[src/rtl/div_pkg.sv]
// Shared types and constants for the sequential signed divider.
package div_pkg;

  typedef enum logic [1:0] {IDLE, DIVIDE, FIXUP, DONE} state_t;

  localparam int DEF_WIDTH = 32;

  // Saturation and divide-by-zero quotients at the default width
  localparam logic [DEF_WIDTH-1:0] QMAX  = {1'b0, {(DEF_WIDTH-1){1'b1}}};
  localparam logic [DEF_WIDTH-1:0] QMIN  = {1'b1, {(DEF_WIDTH-1){1'b0}}};
  localparam logic [DEF_WIDTH-1:0] QDIV0 = {DEF_WIDTH{1'b1}};

endpackage

[src/rtl/div_magnitude.sv]
// Conditional two's-complement negation; used for operand abs and result sign fix-up.
module div_magnitude #(
  parameter int W = 32
) (
  input  logic [W-1:0] value,
  input  logic         en,
  output logic [W-1:0] result
);

  assign result = en ? (~value + W'(1)) : value;

endmodule

[src/rtl/seq_signed_divider.sv]
// Restoring signed divider, 2W/W -> W quotient + W remainder, one quotient bit per clock.
// Optional SEQ_DIV_EARLY_OUT_EN skips the iteration when |dividend| < |divisor|.
module seq_signed_divider
  import div_pkg::*;
#(
  parameter int WIDTH = DEF_WIDTH
) (
  input  logic                 clk,
  input  logic                 rst,
  input  logic                 start,
  input  logic [2*WIDTH-1:0]   dividend,
  input  logic [WIDTH-1:0]     divisor,
  output logic [WIDTH-1:0]     quotient,
  output logic [WIDTH-1:0]     remainder,
  output logic                 busy,
  output logic                 done,
  output logic                 div_by_zero,
  output logic                 overflow
);

  localparam int DW = 2*WIDTH;
  localparam int CW = $clog2(WIDTH);
  localparam logic [WIDTH-1:0] SAT_POS = {1'b0, {(WIDTH-1){1'b1}}};
  localparam logic [WIDTH-1:0] SAT_NEG = {1'b1, {(WIDTH-1){1'b0}}};

  state_t state, state_nx;

  logic [WIDTH-1:0] rem, qsh;
  logic [WIDTH:0]   dvs;
  logic [CW-1:0]    cnt;
  logic             q_neg, r_neg;

  // Dividend magnitude is one bit wider so -2^(2W-1) stays representable
  logic [DW:0]    dvd_mag;
  logic [WIDTH:0] dvs_mag;

  div_magnitude #(.W(DW+1)) u_abs_dvd (
    .value ({dividend[DW-1], dividend}),
    .en    (dividend[DW-1]),
    .result(dvd_mag)
  );

  div_magnitude #(.W(WIDTH+1)) u_abs_dvs (
    .value ({divisor[WIDTH-1], divisor}),
    .en    (divisor[WIDTH-1]),
    .result(dvs_mag)
  );

  logic dz_in, pre_ovf, early_in;
  assign dz_in   = (divisor == '0);
  assign pre_ovf = !dz_in && (dvd_mag[DW:WIDTH] >= dvs_mag);
`ifdef SEQ_DIV_EARLY_OUT_EN
  assign early_in = !dz_in && (dvd_mag[DW:WIDTH] == '0) &&
                    ({1'b0, dvd_mag[WIDTH-1:0]} < dvs_mag);
`else
  assign early_in = 1'b0;
`endif

  // One restoring step: shift in next dividend bit, trial-subtract |divisor|
  logic [WIDTH:0]   shifted;
  logic [WIDTH+1:0] trial;
  logic             bit_q;
  logic [WIDTH-1:0] rem_nx;
  logic             trial_unused;

  assign shifted      = {rem, qsh[WIDTH-1]};
  assign trial        = {1'b0, shifted} - {1'b0, dvs};
  assign bit_q        = ~trial[WIDTH+1];
  assign rem_nx       = bit_q ? trial[WIDTH-1:0] : shifted[WIDTH-1:0];
  assign trial_unused = trial[WIDTH];

  logic [WIDTH-1:0] q_signed, r_signed;
  logic             range_ovf;

  div_magnitude #(.W(WIDTH)) u_neg_q (
    .value (qsh),
    .en    (q_neg),
    .result(q_signed)
  );

  div_magnitude #(.W(WIDTH)) u_neg_r (
    .value (rem),
    .en    (r_neg),
    .result(r_signed)
  );

  assign range_ovf = q_neg ? (qsh > SAT_NEG) : qsh[WIDTH-1];

  always_ff @(posedge clk) begin
    if (rst) state <= IDLE;
    else     state <= state_nx;
  end

  always_comb begin
    state_nx = state;
    busy     = 1'b0;
    done     = 1'b0;
    case (state)
      IDLE: begin
        if (start) begin
          if (dz_in)                    state_nx = DONE;
          else if (pre_ovf || early_in) state_nx = FIXUP;
          else                          state_nx = DIVIDE;
        end
      end
      DIVIDE: begin
        busy = 1'b1;
        if (cnt == '0) state_nx = FIXUP;
      end
      FIXUP: begin
        busy     = 1'b1;
        state_nx = DONE;
      end
      DONE: begin
        done     = 1'b1;
        state_nx = IDLE;
      end
      default: state_nx = IDLE;
    endcase
  end

  always_ff @(posedge clk) begin
    if (rst) begin
      rem         <= '0;
      qsh         <= '0;
      dvs         <= '0;
      cnt         <= '0;
      q_neg       <= 1'b0;
      r_neg       <= 1'b0;
      quotient    <= '0;
      remainder   <= '0;
      div_by_zero <= 1'b0;
      overflow    <= 1'b0;
    end else begin
      case (state)
        IDLE: begin
          if (start) begin
            dvs         <= dvs_mag;
            q_neg       <= dividend[DW-1] ^ divisor[WIDTH-1];
            r_neg       <= dividend[DW-1];
            cnt         <= CW'(WIDTH-1);
            overflow    <= pre_ovf;
            div_by_zero <= dz_in;
            if (early_in) begin
              rem <= dvd_mag[WIDTH-1:0];
              qsh <= '0;
            end else begin
              rem <= dvd_mag[DW-1:WIDTH];
              qsh <= dvd_mag[WIDTH-1:0];
            end
            if (dz_in) begin
              quotient  <= '1;
              remainder <= dividend[WIDTH-1:0];
            end
          end
        end
        DIVIDE: begin
          rem <= rem_nx;
          qsh <= {qsh[WIDTH-2:0], bit_q};
          cnt <= cnt - CW'(1);
        end
        FIXUP: begin
          if (overflow || range_ovf) begin
            overflow  <= 1'b1;
            quotient  <= q_neg ? SAT_NEG : SAT_POS;
            remainder <= '0;
          end else begin
            quotient  <= q_signed;
            remainder <= r_signed;
          end
        end
        default: ;
      endcase
    end
  end

endmodule
[config.mk]
export PLATFORM = sky130hd
export DESIGN_NAME = seq_signed_divider
export DESIGN_NICKNAME = d
export VERILOG_FILES = /design/src/rtl/div_pkg.sv /design/src/rtl/div_magnitude.sv /design/src/rtl/seq_signed_divider.sv
export SDC_FILE = /design/constraint.sdc
export NUM_CORES = 1
export LEC_CHECK = 0
export BUFFER_PORTS_ARGS = -buffer_cell sky130_fd_sc_hd__buf_2
export CORE_UTILIZATION = 35
export DETAILED_ROUTE_END_ITERATION = 6
export PLACE_DENSITY = 0.52
export SETUP_SLACK_MARGIN = 0.3
export SLEW_MARGIN = 5
export SYNTH_ARGS = -nofsm -noshare
export SYNTH_HDL_FRONTEND = slang
export SYNTH_SLANG_ARGS = --single-unit
[constraint.sdc]
create_clock -name clk -period 9.7 [get_ports clk]
set_input_delay 0.485 -clock clk [delete_from_list [all_inputs] [get_ports clk]]
set_output_delay 0.485 -clock clk [all_outputs]
set_load 0.01 [all_outputs]
==> qor.log <==
[cells_and_area] Net count, final 2,028
[clock_network] CTS H-Tree Depth 4
[global_routing] Total GRT Usage 24.21%
[clock_network] total of hold buffers inserted after clock tree synthesis 0
[detailed_routing] mean number of vias per cell 5.602
[place] placer's final routability congestion estimate 0.8904
[sta] crit path time final 5.435 ns
[cells_and_area] share of post-route cells with drive strength above 1 12.92%
[clock_network] Clock Pin Slew Worst Setup and Hold Paths 0.07 ns
[sta] slew at the pin closest to its max-slew limit 1.326 ns
[cells_and_area] final non-filler cell area 14,820 µm²
[critical_path] beginning of the critical path dividend[28]
[clock_network] clock tree from TritonCTS yes
[synth] average size of a mapped cell 7.444 µm²
[clock_network] clock insertion delay at the later pin of the skew report 0.45 ns
[cells_and_area] Layout fillers 3,910
[floorplanning] overall die area 38,060 µm²
[synth] area of the mapped netlist 13,050 µm²
[sta] Setup Viol. Count Final 0
[detailed_routing] first drt pass iteration count 5
[global_routing] first-pass GRT wire length 71.82 mm
[synth] post-synthesis async set-or-reset flop share 0%
[critical_path] data required time of the worst path 10.01 ns
[detailed_routing] residual antenna-violating net count after detailed routing 0
[sta] final hold violation count 0
[clock_network] Setup Buffers After CTS 0
[synth] number of instances in the synthesized netlist 1,753
[sta] final worst path period share 56.03%
[critical_path] kind of capture point of the worst setup path register
[critical_path] reg-to-reg startpoint qsh[31]
[sta] unrepaired setup endpoints after global routing false
[sta] Post-Route Skew 0.01158 ns
[sta] relative slew slack 10.79%
[min_path] end point of the most critical hold path remainder[14]
[synth] Most used DFF post-synth sky130_fd_sc_hd__dfxtp_1
[floorplanning] number of ports placed on the die boundary 167
[clock_network] number of gates resized after cts 0
[critical_path] startpoint type of the worst setup path input port
[floorplanning] initial core utilization 35.65%
[run_status] run status finished, final reports clean
[synth] portion of the post-synthesis area used by sequential elements 26.39%
[synth] number of warnings printed during yosys synthesis 0
[detailed_routing] Routed WL per cell 19.86 µm
[pwr] PD cells 317.1 nW/µm²
[critical_path] end of the worst register-to-register path rem[7]
[floorplanning] horizontal extent of the die 195.1 µm
[critical_path] R2R setup slack 5.55 ns
[floorplanning] Core Footprint 36,610 µm²
[sta] number of slew-limit violations in the final report 0
[detailed_routing] detailed-route wire length 46.36 mm
[min_path] startpoint of the most critical hold path dividend[14]
[synth] number of storage elements in the synthesis netlist 172
[pwr] static leakage power 5.932 nW
[global_routing] largest net degree at the start of global routing 99
[clock_network] clock tree buffer depth 2
[global_routing] remaining global-route overflow 0
[critical_path] startpoint-to-endpoint class of the critical path input port to register
[min_path] number of cells on the worst hold path 3
[clock_network] clock root cell sky130_fd_sc_hd__clkbuf_16
[floorplanning] Placement Rows 70
[sta] final sum of negative setup slack 0 ns
[place] sum of net half-perimeters after detailed placement 35.28 mm
[detailed_routing] number of vias in the routed layout 13,074
[critical_path] worst-case reg-to-reg path depth 12
[cells_and_area] area overhead of the layout relative to synthesis 13.59%
[clock_network] total clock sinks 172
[pwr] largest voltage drop on the vdd net 0.1606 mV
[clock_network] number of buffers added by the clock tree synthesis step 17
[min_path] worst min-delay path category input port to register
[detailed_routing] count of unresolved DRC violations after routing 0
[flow_run] number of max-cap violations 0
[place] input/output buffers 166
[detailed_routing] starting DRC count in detailed routing 910
[synth] nets in the synthesized netlist 1,929
[global_routing] initial antenna violation count 0
[sta] Max Fclk 184.0 MHz
[synth] count of distinct cell types in the synthesized netlist 73
[place] cell area after placement 14,270 µm²
[synth] number of enable-type register cells in the synthesized netlist 0
[global_routing] vias in the first global route 12,370
[floorplanning] die extent in y 195.1 µm
[critical_path] critical path arrival 5.75 ns
[critical_path] largest fanout of any net on the critical path 10
==> sequential cells by signal, summed over array words and instances (netlist names) <==
signal / cells
cnt: 5
div_by_zero: 1
state: 2
quotient: 32
qsh: 32
rem: 32
q_neg: 1
r_neg: 1
overflow: 1
remainder: 32
dvs: 33
==> cells in the final DEF (no fill, tap or decap), types with 10 or more instances in the layout <==
cell                        count
sky130_fd_sc_hd__o221ai_1      28
sky130_fd_sc_hd__dfxtp_1      172
sky130_fd_sc_hd__xor2_1        68
sky130_fd_sc_hd__or3_1         24
sky130_fd_sc_hd__nor2_1       158
sky130_fd_sc_hd__nor3_1        58
sky130_fd_sc_hd__nand2b_1      11
sky130_fd_sc_hd__ha_1          75
sky130_fd_sc_hd__a21o_1        28
sky130_fd_sc_hd__or4_1         17
sky130_fd_sc_hd__xnor2_1      109
sky130_fd_sc_hd__buf_2        165
sky130_fd_sc_hd__inv_1         83
sky130_fd_sc_hd__a211oi_1      54
sky130_fd_sc_hd__nand3_1       32
sky130_fd_sc_hd__nor2b_1       10
sky130_fd_sc_hd__buf_4         21
sky130_fd_sc_hd__o21ai_0      153
sky130_fd_sc_hd__a21oi_1      108
sky130_fd_sc_hd__nor4_1        17
sky130_fd_sc_hd__nand2_1      200
sky130_fd_sc_hd__nand4_1       21
sky130_fd_sc_hd__o31ai_1       44
sky130_fd_sc_hd__o41ai_1       20
sky130_fd_sc_hd__mux2i_1       14
sky130_fd_sc_hd__clkbuf_16     17
sky130_fd_sc_hd__o22ai_1       14
==> metal layers <==
metal,vias up,wire length [µm],GRT usage [%]
li1,6557,-,-
met1,6116,22480,33.54
met2,366,20960,39.67
met3,35,2260,3.057
met4,0,658,5.862
met5,-,0,0
==> synth_stat cells, types with 8 or more instances <==
cell / n / share of area (%)
sky130_fd_sc_hd__a211oi_1: 54 / 3.1
sky130_fd_sc_hd__nor3_1: 58 / 2.2
sky130_fd_sc_hd__mux2i_1: 14 / 1.1
sky130_fd_sc_hd__o21ai_0: 154 / 5.9
sky130_fd_sc_hd__xnor2_1: 109 / 7.3
sky130_fd_sc_hd__ha_1: 76 / 7.3
sky130_fd_sc_hd__dfxtp_1: 172 / 26
sky130_fd_sc_hd__o41ai_1: 20 / 1.3
sky130_fd_sc_hd__a311oi_1: 8 / 0.54
sky130_fd_sc_hd__or3_1: 24 / 1.2
sky130_fd_sc_hd__clkbuf_1: 97 / 2.8
sky130_fd_sc_hd__o22ai_1: 14 / 0.67
sky130_fd_sc_hd__o31ai_1: 45 / 2.6
sky130_fd_sc_hd__xor2_1: 68 / 4.6
sky130_fd_sc_hd__nand2_1: 200 / 5.8
sky130_fd_sc_hd__or4_1: 17 / 0.98
sky130_fd_sc_hd__a31oi_1: 8 / 0.38
sky130_fd_sc_hd__nor4_1: 17 / 0.81
sky130_fd_sc_hd__a21o_1: 28 / 1.6
sky130_fd_sc_hd__nor2_1: 158 / 4.5
sky130_fd_sc_hd__inv_1: 83 / 2.4
sky130_fd_sc_hd__nand4_1: 21 / 1.0
sky130_fd_sc_hd__nor2b_1: 10 / 0.48
sky130_fd_sc_hd__o221ai_1: 28 / 1.9
sky130_fd_sc_hd__nand3_1: 32 / 1.2
sky130_fd_sc_hd__a21oi_1: 110 / 4.2
sky130_fd_sc_hd__nand2b_1: 11 / 0.53
==> per-stage QoR <==
stage	total power [mW]	setup slack, ns	util [%]	hold slack (ns)	instances
2_1_floorplan	3.198	5.207	-	0.4279	1753
3_3_place_gp	4.007	3.939	38.98	0.4411	2301
3_5_place_dp	4.014	3.804	38.98	0.4467	2301
4_1_cts	4.688	4.287	40.48	0.3118	2333
5_1_grt	5.071	3.997	40.48	0.3325	2333
6_report	4.701	4.265	40.49	0.3302	2334
==> cell families after synthesis <==
family,Yosys count,share of synthesized area [%]
flip-flops,172,26.39
buffers and inverters,190,5.484
other,2,0.05755
adder cells (fa/ha/maj),77,7.440
multiplexers,14,1.074
XOR/XNOR,177,11.88
AO/OA/AOI/OAI,536,26.71
AND/OR/NAND/NOR,585,20.97
==> worst max-delay path, stage by stage <==
cell                       delay [ns]
sky130_fd_sc_hd__buf_2           0.12
sky130_fd_sc_hd__or3_1           0.44
sky130_fd_sc_hd__or4_1           0.66
sky130_fd_sc_hd__nor4_2          0.94
sky130_fd_sc_hd__nand2_1         0.22
sky130_fd_sc_hd__o31ai_1         0.30
sky130_fd_sc_hd__xnor2_1         0.19
sky130_fd_sc_hd__ha_1            0.29
sky130_fd_sc_hd__a21o_1          0.17
sky130_fd_sc_hd__a21o_1          0.18
sky130_fd_sc_hd__a21o_1          0.17
sky130_fd_sc_hd__a21o_1          0.16
sky130_fd_sc_hd__a211o_1         0.29
sky130_fd_sc_hd__a221oi_1        0.44
sky130_fd_sc_hd__o21ai_0         0.34
sky130_fd_sc_hd__nor3b_1         0.27
sky130_fd_sc_hd__o41ai_1         0.08
==> layout make-up <==
cell class	instances	area, µm²	share of cell area, %
clock buffers	22	484.2	3.267
repair buffers	186	983.4	6.635
multi-input cells	1391	8942	60.33
diodes	1	2.502	0.01688
clock inverters	10	66.31	0.4474
flip-flops and latches	172	3443	23.23
well taps	468	585.6	3.950
inverters	84	315.3	2.127
==> worst max path at each step <==
stage / endpoint / slack, ns
after detailed placement: state[1] / 3.80
after global placement: state[1] / 3.94
after CTS: state[1] / 4.29
final: state[1] / 4.27
after global routing: state[1] / 4.00
after floorplan: state[1] / 5.21
==> report_power, final <==
group	internal, mW	switching [mW]
Combinational	1.09	1.75
Sequential	0.922	0.271
Clock	0.354	0.313
Note: power is estimated with default switching activity, not from simulation.
